[src/rtl/ps2_key_tracker.sv]
`default_nettype none
// +--------------------------------------------------------------------------+
// | Module   : ps2_key_tracker                                               |
// | Purpose  : Parses PS/2 make / break (F0) / extended (E0) scan-code       |
// |            sequences and keeps a last-note-priority stack of held keys.  |
// |            The most recently pressed held key is presented on key_code.  |
// | Revision : 1.0  initial release                                          |
// +--------------------------------------------------------------------------+
module ps2_key_tracker #(
    parameter int DEPTH = 4
) (
    input  logic       clock,
    input  logic       resetn,
    input  logic [7:0] byte_data,
    input  logic       byte_valid,
    output logic [7:0] key_code,
    output logic       enable,
    output logic [2:0] held_count,
    output logic       key_press,
    output logic       key_release
);

    localparam logic [1:0] c_ST_IDLE      = 2'd0;
    localparam logic [1:0] c_ST_BREAK     = 2'd1;
    localparam logic [1:0] c_ST_EXT       = 2'd2;
    localparam logic [1:0] c_ST_EXT_BREAK = 2'd3;

    localparam logic [7:0] c_BYTE_BREAK = 8'hF0;
    localparam logic [7:0] c_BYTE_EXT   = 8'hE0;
    localparam logic [2:0] c_DEPTH      = 3'(DEPTH);

    logic [1:0] r_state;
    logic [1:0] w_state_next;
    logic [7:0] r_stack      [DEPTH];
    logic [7:0] w_stack_next [DEPTH];
    logic [2:0] r_count;
    logic [2:0] w_count_next;
    logic [7:0] r_key_code;
    logic [7:0] w_key_next;
    logic       r_enable;
    logic       r_press;
    logic       r_release;
    logic       w_press;
    logic       w_release;
    logic       w_ignored;
    logic       w_is_make;
    logic       w_is_break;
    logic       w_hit;
    logic [2:0] w_hit_idx;

    // Parser state register; reset drops any pending F0/E0 prefix.
    always_ff @(posedge clock or negedge resetn) begin
        if (!resetn) begin
            r_state <= c_ST_IDLE;
        end else begin
            r_state <= w_state_next;
        end
    end

    // Parser next state and classification of the current byte.
    always_comb begin
        w_state_next = r_state;
        w_is_make    = 1'b0;
        w_is_break   = 1'b0;
        w_ignored    = (byte_data inside {8'hAA, 8'hFA, 8'hFE, 8'hEE,
                                          8'hFC, 8'h00, 8'hFF});
        if (byte_valid) begin
            case (r_state)
                c_ST_IDLE: begin
                    if (byte_data == c_BYTE_BREAK) begin
                        w_state_next = c_ST_BREAK;
                    end else if (byte_data == c_BYTE_EXT) begin
                        w_state_next = c_ST_EXT;
                    end else if (!w_ignored) begin
                        w_is_make = 1'b1;
                    end
                end
                c_ST_BREAK: begin
                    w_is_break   = 1'b1;
                    w_state_next = c_ST_IDLE;
                end
                c_ST_EXT: begin
                    w_state_next = (byte_data == c_BYTE_BREAK) ? c_ST_EXT_BREAK
                                                               : c_ST_IDLE;
                end
                default: begin
                    w_state_next = c_ST_IDLE;
                end
            endcase
        end
    end

    // Membership search over live entries only; keys are unique in the stack.
    always_comb begin
        w_hit     = 1'b0;
        w_hit_idx = 3'd0;
        for (int i = 0; i < DEPTH; i++) begin
            if ((3'(i) < r_count) && (r_stack[i] == byte_data)) begin
                w_hit     = 1'b1;
                w_hit_idx = 3'(i);
            end
        end
    end

    // Stack push / overflow shift / removal, and the resulting top-of-stack.
    always_comb begin
        w_stack_next = r_stack;
        w_count_next = r_count;
        w_press      = 1'b0;
        w_release    = 1'b0;
        if (w_is_make && !w_hit) begin
            w_press = 1'b1;
            if (r_count == c_DEPTH) begin
                // Full: oldest key at entry 0 is dropped silently.
                for (int i = 0; i < DEPTH - 1; i++) begin
                    w_stack_next[i] = r_stack[i+1];
                end
                w_stack_next[DEPTH-1] = byte_data;
            end else begin
                for (int i = 0; i < DEPTH; i++) begin
                    if (3'(i) == r_count) begin
                        w_stack_next[i] = byte_data;
                    end
                end
                w_count_next = r_count + 3'd1;
            end
        end else if (w_is_break && w_hit) begin
            w_release = 1'b1;
            for (int i = 0; i < DEPTH - 1; i++) begin
                if (3'(i) >= w_hit_idx) begin
                    w_stack_next[i] = r_stack[i+1];
                end
            end
            w_count_next = r_count - 3'd1;
        end

        w_key_next = 8'h00;
        for (int i = 0; i < DEPTH; i++) begin
            if ((3'(i) + 3'd1) == w_count_next) begin
                w_key_next = w_stack_next[i];
            end
        end
    end

    // Registered stack, count and all outputs.
    always_ff @(posedge clock or negedge resetn) begin
        if (!resetn) begin
            for (int i = 0; i < DEPTH; i++) begin
                r_stack[i] <= 8'h00;
            end
            r_count    <= 3'd0;
            r_key_code <= 8'h00;
            r_enable   <= 1'b0;
            r_press    <= 1'b0;
            r_release  <= 1'b0;
        end else begin
            r_stack    <= w_stack_next;
            r_count    <= w_count_next;
            r_key_code <= w_key_next;
            r_enable   <= (w_count_next != 3'd0);
            r_press    <= w_press;
            r_release  <= w_release;
        end
    end

    assign key_code    = r_key_code;
    assign enable      = r_enable;
    assign held_count  = r_count;
    assign key_press   = r_press;
    assign key_release = r_release;

endmodule
`default_nettype wire
[config.mk]
export PLATFORM = sky130hd
export DESIGN_NAME = ps2_key_tracker
export DESIGN_NICKNAME = d
export VERILOG_FILES = /design/src/rtl/ps2_key_tracker.sv
export SDC_FILE = /design/constraint.sdc
export NUM_CORES = 1
export LEC_CHECK = 0
export CORE_MARGIN = 1
export CORE_UTILIZATION = 58
export CTS_BUF_LIST = sky130_fd_sc_hd__clkbuf_16
export DETAILED_ROUTE_END_ITERATION = 10
export HOLD_SLACK_MARGIN = 0.15
export PLACE_DENSITY = 0.8
export SLEW_MARGIN = 15
export SYNTH_ARGS = -nofsm -noshare
export SYNTH_HDL_FRONTEND = slang
export SYNTH_SLANG_ARGS = --single-unit
[constraint.sdc]
create_clock -name clock -period 4 [get_ports clock]
set_input_delay 0.8 -clock clock [delete_from_list [all_inputs] [get_ports clock]]
set_output_delay 0.8 -clock clock [all_outputs]
set_load 0.005 [all_outputs]
; Yosys cells after proc, flatten, opt, wreduce, memory -nomap -nowiden
; Cells that the tools add are included.
[totals]
word_cells = 94
out_inout_bits = 14
input_bits = 11
register_bits = 48
[op_classes]
n_reduce_logical = 13
n_eq_ne = 23
n_lt_le_gt_ge = 7
n_addsub = 2
muxes = 39
[op_table]
columns = cell, count
row1 = 8-bit two-way mux, 12
row2 = "8-bit == test, second input constant", 8
row3 = 24-bit two-way mux, 2
row4 = 8-bit == test, 4
row5 = 32-bit two-way mux, 1
row6 = 1-bit two-way mux, 15
row7 = 3-bit two-way mux, 5
row8 = "2-bit by 3-bit == test with 1-bit output, first input constant", 4
row9 = 8-bit zero test, 1
row10 = 7-bit nonzero test, 1
row11 = "1-bit by 3-bit == test with 1-bit output, first input constant", 2
row12 = "1-bit by 3-bit >= comparator with 1-bit output, first input constant", 2
row13 = 1-bit logical AND, 6
row14 = "1-bit by 3-bit < comparator with 1-bit output, first input constant", 2
row15 = "2-bit by 3-bit < comparator with 1-bit output, first input constant", 2
row16 = 2-bit two-way mux, 3
row17 = 2-bit one-hot mux with 2 select lines, 1
row18 = "3-bit by 1-bit adder with 3-bit output, second input constant", 1
row19 = "3-bit == test, first input constant", 1
row20 = "3-bit == test, second input constant", 1
row21 = "2-bit by 3-bit >= comparator with 1-bit output, first input constant", 1
row22 = 3-bit zero test, 1
row23 = "3-bit != test, second input constant", 1
row24 = 3-bit nonzero test, 1
row25 = other kinds (6), 6

; Logic depth before layout (Yosys ltp)
; Gate-level depths: netlist of the first run.
[depth]
depth_word = 14
mapped_depth = 14
depth_no_buf = 11

; Worst setup path after synthesis of the first run
; OpenSTA, ideal clock, no wires.
[synth_path]
kind = input to register
from = in byte_data[2]
to = reg r_key_code[3] (netlist: key_code[3])
n_path_buf = 3
setup_ns = 0.081
required_time_ns = 3.919
arrival_ns = 3.265
path_slack_ns = 0.655
stages = 13
cell_sequence = buf_2 -> nor4_1 -> a211oi_2 -> o221ai_1 -> or3b_4 -> nor3_4 -> nor2_2 -> a221o_1 -> buf_6 -> buf_6 -> or3_1 -> o31a_1 -> o22ai_2
[synth_via]
elab_chain_cells = 14
word_cells_on_any_way = 52
cone_classes = order compare: 3 / eq/ne: 16 / mux: 24 / reduce/logical: 9
[synth_lines]
columns = element, line_no
row1 = start: declaration, 14  ; input logic [7:0] byte_data,
row2 = "8-bit == test, or another cell as far along", 65  ; w_ignored = (byte_data inside {8'hAA, 8'hFA, 8'hFE, 8'hEE,
row3 = 7-bit nonzero test or 1-bit logical AND (tied branches), "65, 98"
row4 = "1-bit two-way mux, on equally long branches", "74, 98"
row5 = "1-bit two-way mux, on equally long branches", "72, 98"
row6 = "1-bit two-way mux, on equally long branches", "70, 98"
row7 = "1-bit two-way mux, on equally long branches", "68, 98"
row8 = "1-bit two-way mux, or another cell as far along", 67  ; if (byte_valid) begin
row9 = 1-bit logical AND or 3-bit two-way mux (tied branches), "111, 127"
row10 = 3-bit two-way mux, 111  ; if (w_is_make && !w_hit) begin
row11 = 1-bit by 3-bit == test with 1-bit output, 139  ; if ((3'(i) + 3'd1) == w_count_next) begin
row12 = 8-bit two-way mux (3 in series), 139
row13 = 8-bit two-way mux *, 139
row14 = via w_key_next[3], 39  ; logic [7:0] w_key_next;
row15 = end signal: assignment, 159  ; r_key_code <= w_key_next;
row16 = end: declaration, 38  ; logic [7:0] r_key_code;
; The timed path passes the listed nets; every way through them passes the cells marked *.
; A chain may end at the register's enable or synchronous reset.

; Worst setup path after layout of the first run
[layout_path]
from = in byte_data[4]
to = reg r_key_code[6] (netlist: key_code[6])
; The elaborated chain is that of the path after synthesis.

==> metrics.md, run 1 <==
| Metric | Value |
|---|---|
| Combinational share of power | `between 50% and 60%` |
| Die area | `0.00534 mm2` |
| # port buffers | `24` |
| Delay-heaviest family, CP | `simple AND/OR/NAND/NOR gates` |
| Routed len/inst | `20.4 um` |
| Reg clk slew, reported paths | `0.07 ns` |
| Ys async rst share | `100%` |
| Seq pwr share | `33.3%` |
| Crit-path slowest cell | `clkdlybuf4s50_1` |
| CP bufs+invs | `2` |
| Fraction of final layout cells sized beyond drive strength 1 | `15.9%` |
| RSZ-0062 raised after global routing | `no` |
| Post-CTS setup repair buffer count | `0` |
| GPL Wtd Cong | `0.991` |
| Syn_nets | `320` |
| Initial antenna violation count | `0` |
| Max-slew violation count | `0` |
| Final nets | `361` |
| Initial Util | `61.3%` |
| Yosys cell types | `51` |
| Fmax | `260 MHz` |
| Fin. Hold Viols | `0` |
| DRT Wirelength | `around 8400 um` |
| Vias per cell | `~6.5` |
| Die Ht | `73.1 um` |
| Yosys warnings | `0` |
| Rel. slew slack | `around three fifths` |
| Placed cell count | `405` |
| Outcome | `completed` |
| Crit Path Category | `input pin to flip-flop` |
| Peak VDD IR | `0.617 mV` |
| Area grow syn2layout | `19.5%` |
| CTS sink cnt | `48` |
| Internal power | `between 1.5 and 2 mW` |
| Total of fill cells in the finished design | `361` |
| Row cnt | `25` |
| Psw | `~1.2 mW` |
| Max-Cap Viols | `0` |
| Crit end category | `flip-flop` |
| Synth Cell Area | `0.00293 mm2` |
| Net Sw Frac | `between 40% and 50%` |
| Critical Path AT | `~4 ns` |
| Root Driver | `clkbuf_16` |
| Clock buffer count from CTS | `5` |
| HPWL after detailed placement | `roughly 6000 um` |
| Layout Cells excl Fill | `413` |
| Hold WC Path Type | `input pin to asynchronous set/reset pin` |
| Die X | `between 70 and 80 um` |
| Clock Power Share | `about 15%` |
| Largest stage delay, worst path | `0.61 ns` |
| Final Util | `73.2%` |
| Critical path peak fanout | `12` |
| Final Cycle Share | `96.2%` |
| Pwr dens | `778 mW/mm2` |
| Mapped Cells | `approximately 300` |
| Number of setup violations in the final report | `0` |
| CP cell instances | `clkdlybuf4s50_1 > xnor2_1 > nand4_1 > nor4_2 > buf_4 > and2b_1 > a31oi_2 > nor2_2 > a221o_2 > or3_1 > o31a_1 > o211ai_1` |
| P_leak | `around 1.4 nW` |
| Syn_area_per_cell | `9.64 um2` |
| Total global routing overflow | `0` |
| #FFs+latches synth | `48` |
| Vias in the first global route | `approximately 2600` |
| All-Layer GR Usage | `34.0%` |
| Top_reg_cell synth | `dfrtp_1` |
| Final Skew | `between 0.01 and 0.015 ns` |
| Tightest Pin Transition | `0.610 ns` |
| First-pass GRT wire length | `13300 um` |
| Vias | `2698` |
| DRC | `0` |
| Largest net degree at the start of global routing | `49` |
| Maximum buffer depth of the clock tree | `2` |
| Final worst slack | `0.151 ns` |
| TNS Setup | `0 ns` |
| Final Critical Period | `3.85 ns` |
| First DRT Iteration DRCs | `277` |
| DRT Pass-1 Iters | `5` |
| CORE AREA | `about 0.0048 mm2` |
| Antenna Cells | `0` |
| Pre-CTS setup slack | `-0.403 ns` |
| Routed Antenna Nets | `0` |
| CP required | `4.21 ns` |
| Seq/Total Area, Yosys | `41.0%` |
| Crit start category | `input pin` |
| CTS H-Tree Depth | `2` |
| Number of enable flip-flop cells after synthesis | `0` |
| I/O pins | `25` |
| CTS tree | `done` |
| Skew-Pair Late Insertion Delay | `0.29 ns` |
-- path summary, 6_finish.rpt --
check / from / end / slack [ns] / cells past startpoint
max in group asynchronous: resetn / r_stack[4]$_DFF_PN0_ / 3.07 / 1
min in group clock: r_state[1]$_DFFE_PN0P_ / r_state[1]$_DFFE_PN0P_ / 0.51 / 2
max: byte_data[4] / key_code[6]$_DFF_PN0_ / 0.15 / 12
max reg2reg: held_count[2]$_DFF_PN0_ / key_code[5]$_DFF_PN0_ / 0.87 / 10
min: resetn / r_stack[30]$_DFF_PN0_ / 0.51 / 1
min reg2reg: r_state[1]$_DFFE_PN0P_ / r_state[1]$_DFFE_PN0P_ / 0.51 / 2
-- power groups by stage --
| stage | Clock, mW | Sequential (mW) | Combinational, mW |
|---|---|---|---|
| finish | 0.418 | 0.907 | 1.40 |
| global route | 0.437 | 0.928 | 1.51 |
| CTS | 0.419 | 0.897 | 1.37 |
| detailed placement | 0 | 0.899 | 1.35 |
| global placement | 0 | 0.892 | 1.32 |
| floorplan | 0 | 0.843 | 0.950 |
-- cell type report --
cell class	count	area, um2	share of cell area (%)
clock buffer	5	125	3.57
timing repair buffer	53	455	13.0
clock inverter	3	17.5	0.500
tap	67	83.8	2.39
sequential	48	1200	34.3
multi-input combinational	229	1590	45.4
inverter	8	30.0	0.857
-- cells by family (layout without fill, tap and decap cells) --
family                     after synthesis  count (layout)  share of synthesized area, %
buffers and inverters                   27              69                          5.12
AOI/OAI and AO/OA                       70              70                          17.8
DFF                                     48              48                          41.0
muxes                                   14              14                          5.08
and+or+nand+nor                        105             105                          18.4
xor gates and xnor gates                35              35                          10.5
adders and majority gates                5               5                          2.13
-- stage by stage --
step	hold slack, ns	total power [mW]	area [um2]
6_report	0.506	2.72	3500
5_1_grt	0.519	2.88	3500
4_1_cts	0.514	2.69	3490
3_5_place_dp	0.496	2.25	3350
3_3_place_gp	0.466	2.21	3350
2_1_floorplan	0.446	1.79	2930
-- repair_timing --
item                       CTS  global route
gates resized for setup      1             2
pin swaps                    0             0
hold buffers                 0             0
setup endpoints to repair    8             7
-- per-layer routing --
layer	vias up	share of wire, %	global-route usage [%]
li1	1203	-	-
met1	1280	42	48.5
met2	182	45	50.2
met3	33	11	6.77
met4	0	2.8	15.0
met5	-	0	0
-- Yosys cell counts, types with 2 or more instances --
cell type / n / area [um2]
dfrtp_1: 48 / 1200
nor2_1: 37 / 139
xor2_1: 18 / 158
xnor2_1: 17 / 149
o22ai_1: 16 / 100
nand4_1: 13 / 81.3
a21oi_1: 12 / 60.1
nand2_1: 11 / 41.3
nand3_1: 11 / 55.1
or3_1: 9 / 56.3
o31a_1: 8 / 70.1
clkbuf_1: 7 / 26.3
mux2_2: 7 / 78.8
mux2i_1: 7 / 70.1
nor4_1: 7 / 43.8
o211ai_1: 7 / 52.6
o32ai_1: 7 / 61.3
inv_1: 6 / 22.5
ha_1: 5 / 62.6
buf_4: 4 / 30.0
buf_6: 4 / 45.0
nand2b_1: 4 / 25.0
o31ai_1: 3 / 22.5
a211oi_2: 2 / 25.0
a21o_1: 2 / 15.0
buf_2: 2 / 10.0
clkinv_1: 2 / 7.51
nor2b_1: 2 / 12.5
nor3_1: 2 / 10.0
o21ai_0: 2 / 10.0
or4_1: 2 / 15.0
-- worst reg2reg max path: stages (launching register included) --
cell	delay, ns
dfrtp_1	0.58
or3_1	0.24
nand3_1	0.09
or4_1	0.49
nand2_1	0.22
nor3_4	0.07
nor2_2	0.12
a221o_2	0.33
clkinv_1	0.34
o31a_1	0.38
o211ai_1	0.18
-- registers in the layout, indices dropped and copies added, names as in the netlist --
signal,cells
enable,1
r_stack,32
key_release,1
r_state,2
key_code,8
held_count,3
key_press,1
-- placed cells by master (no fill, tap or decap), types with 6 or more instances in the layout --
cell type and instances:
o31a_1 8, o32ai_1 7, or3_1 9, clkdlybuf4s50_1 23, nand2_1 11, o22ai_1 16
a21oi_1 12, mux2i_1 7, mux2_2 7, dfrtp_1 48, inv_1 6, nor2_1 36
xor2_1 18, xnor2_1 17, nor4_1 6, o211ai_1 7, nand3_1 11, nand4_1 13
buf_4 30
(Power assumes the default switching activity.)
==> run 2, diff against run 1 <==
- CTS_CLUSTER_DIAMETER: unset -> 80
- GPL_TIMING_DRIVEN: unset -> 1
==> results of run 2 <==
Final layout, timing and power as in run 1 (identical DEF).
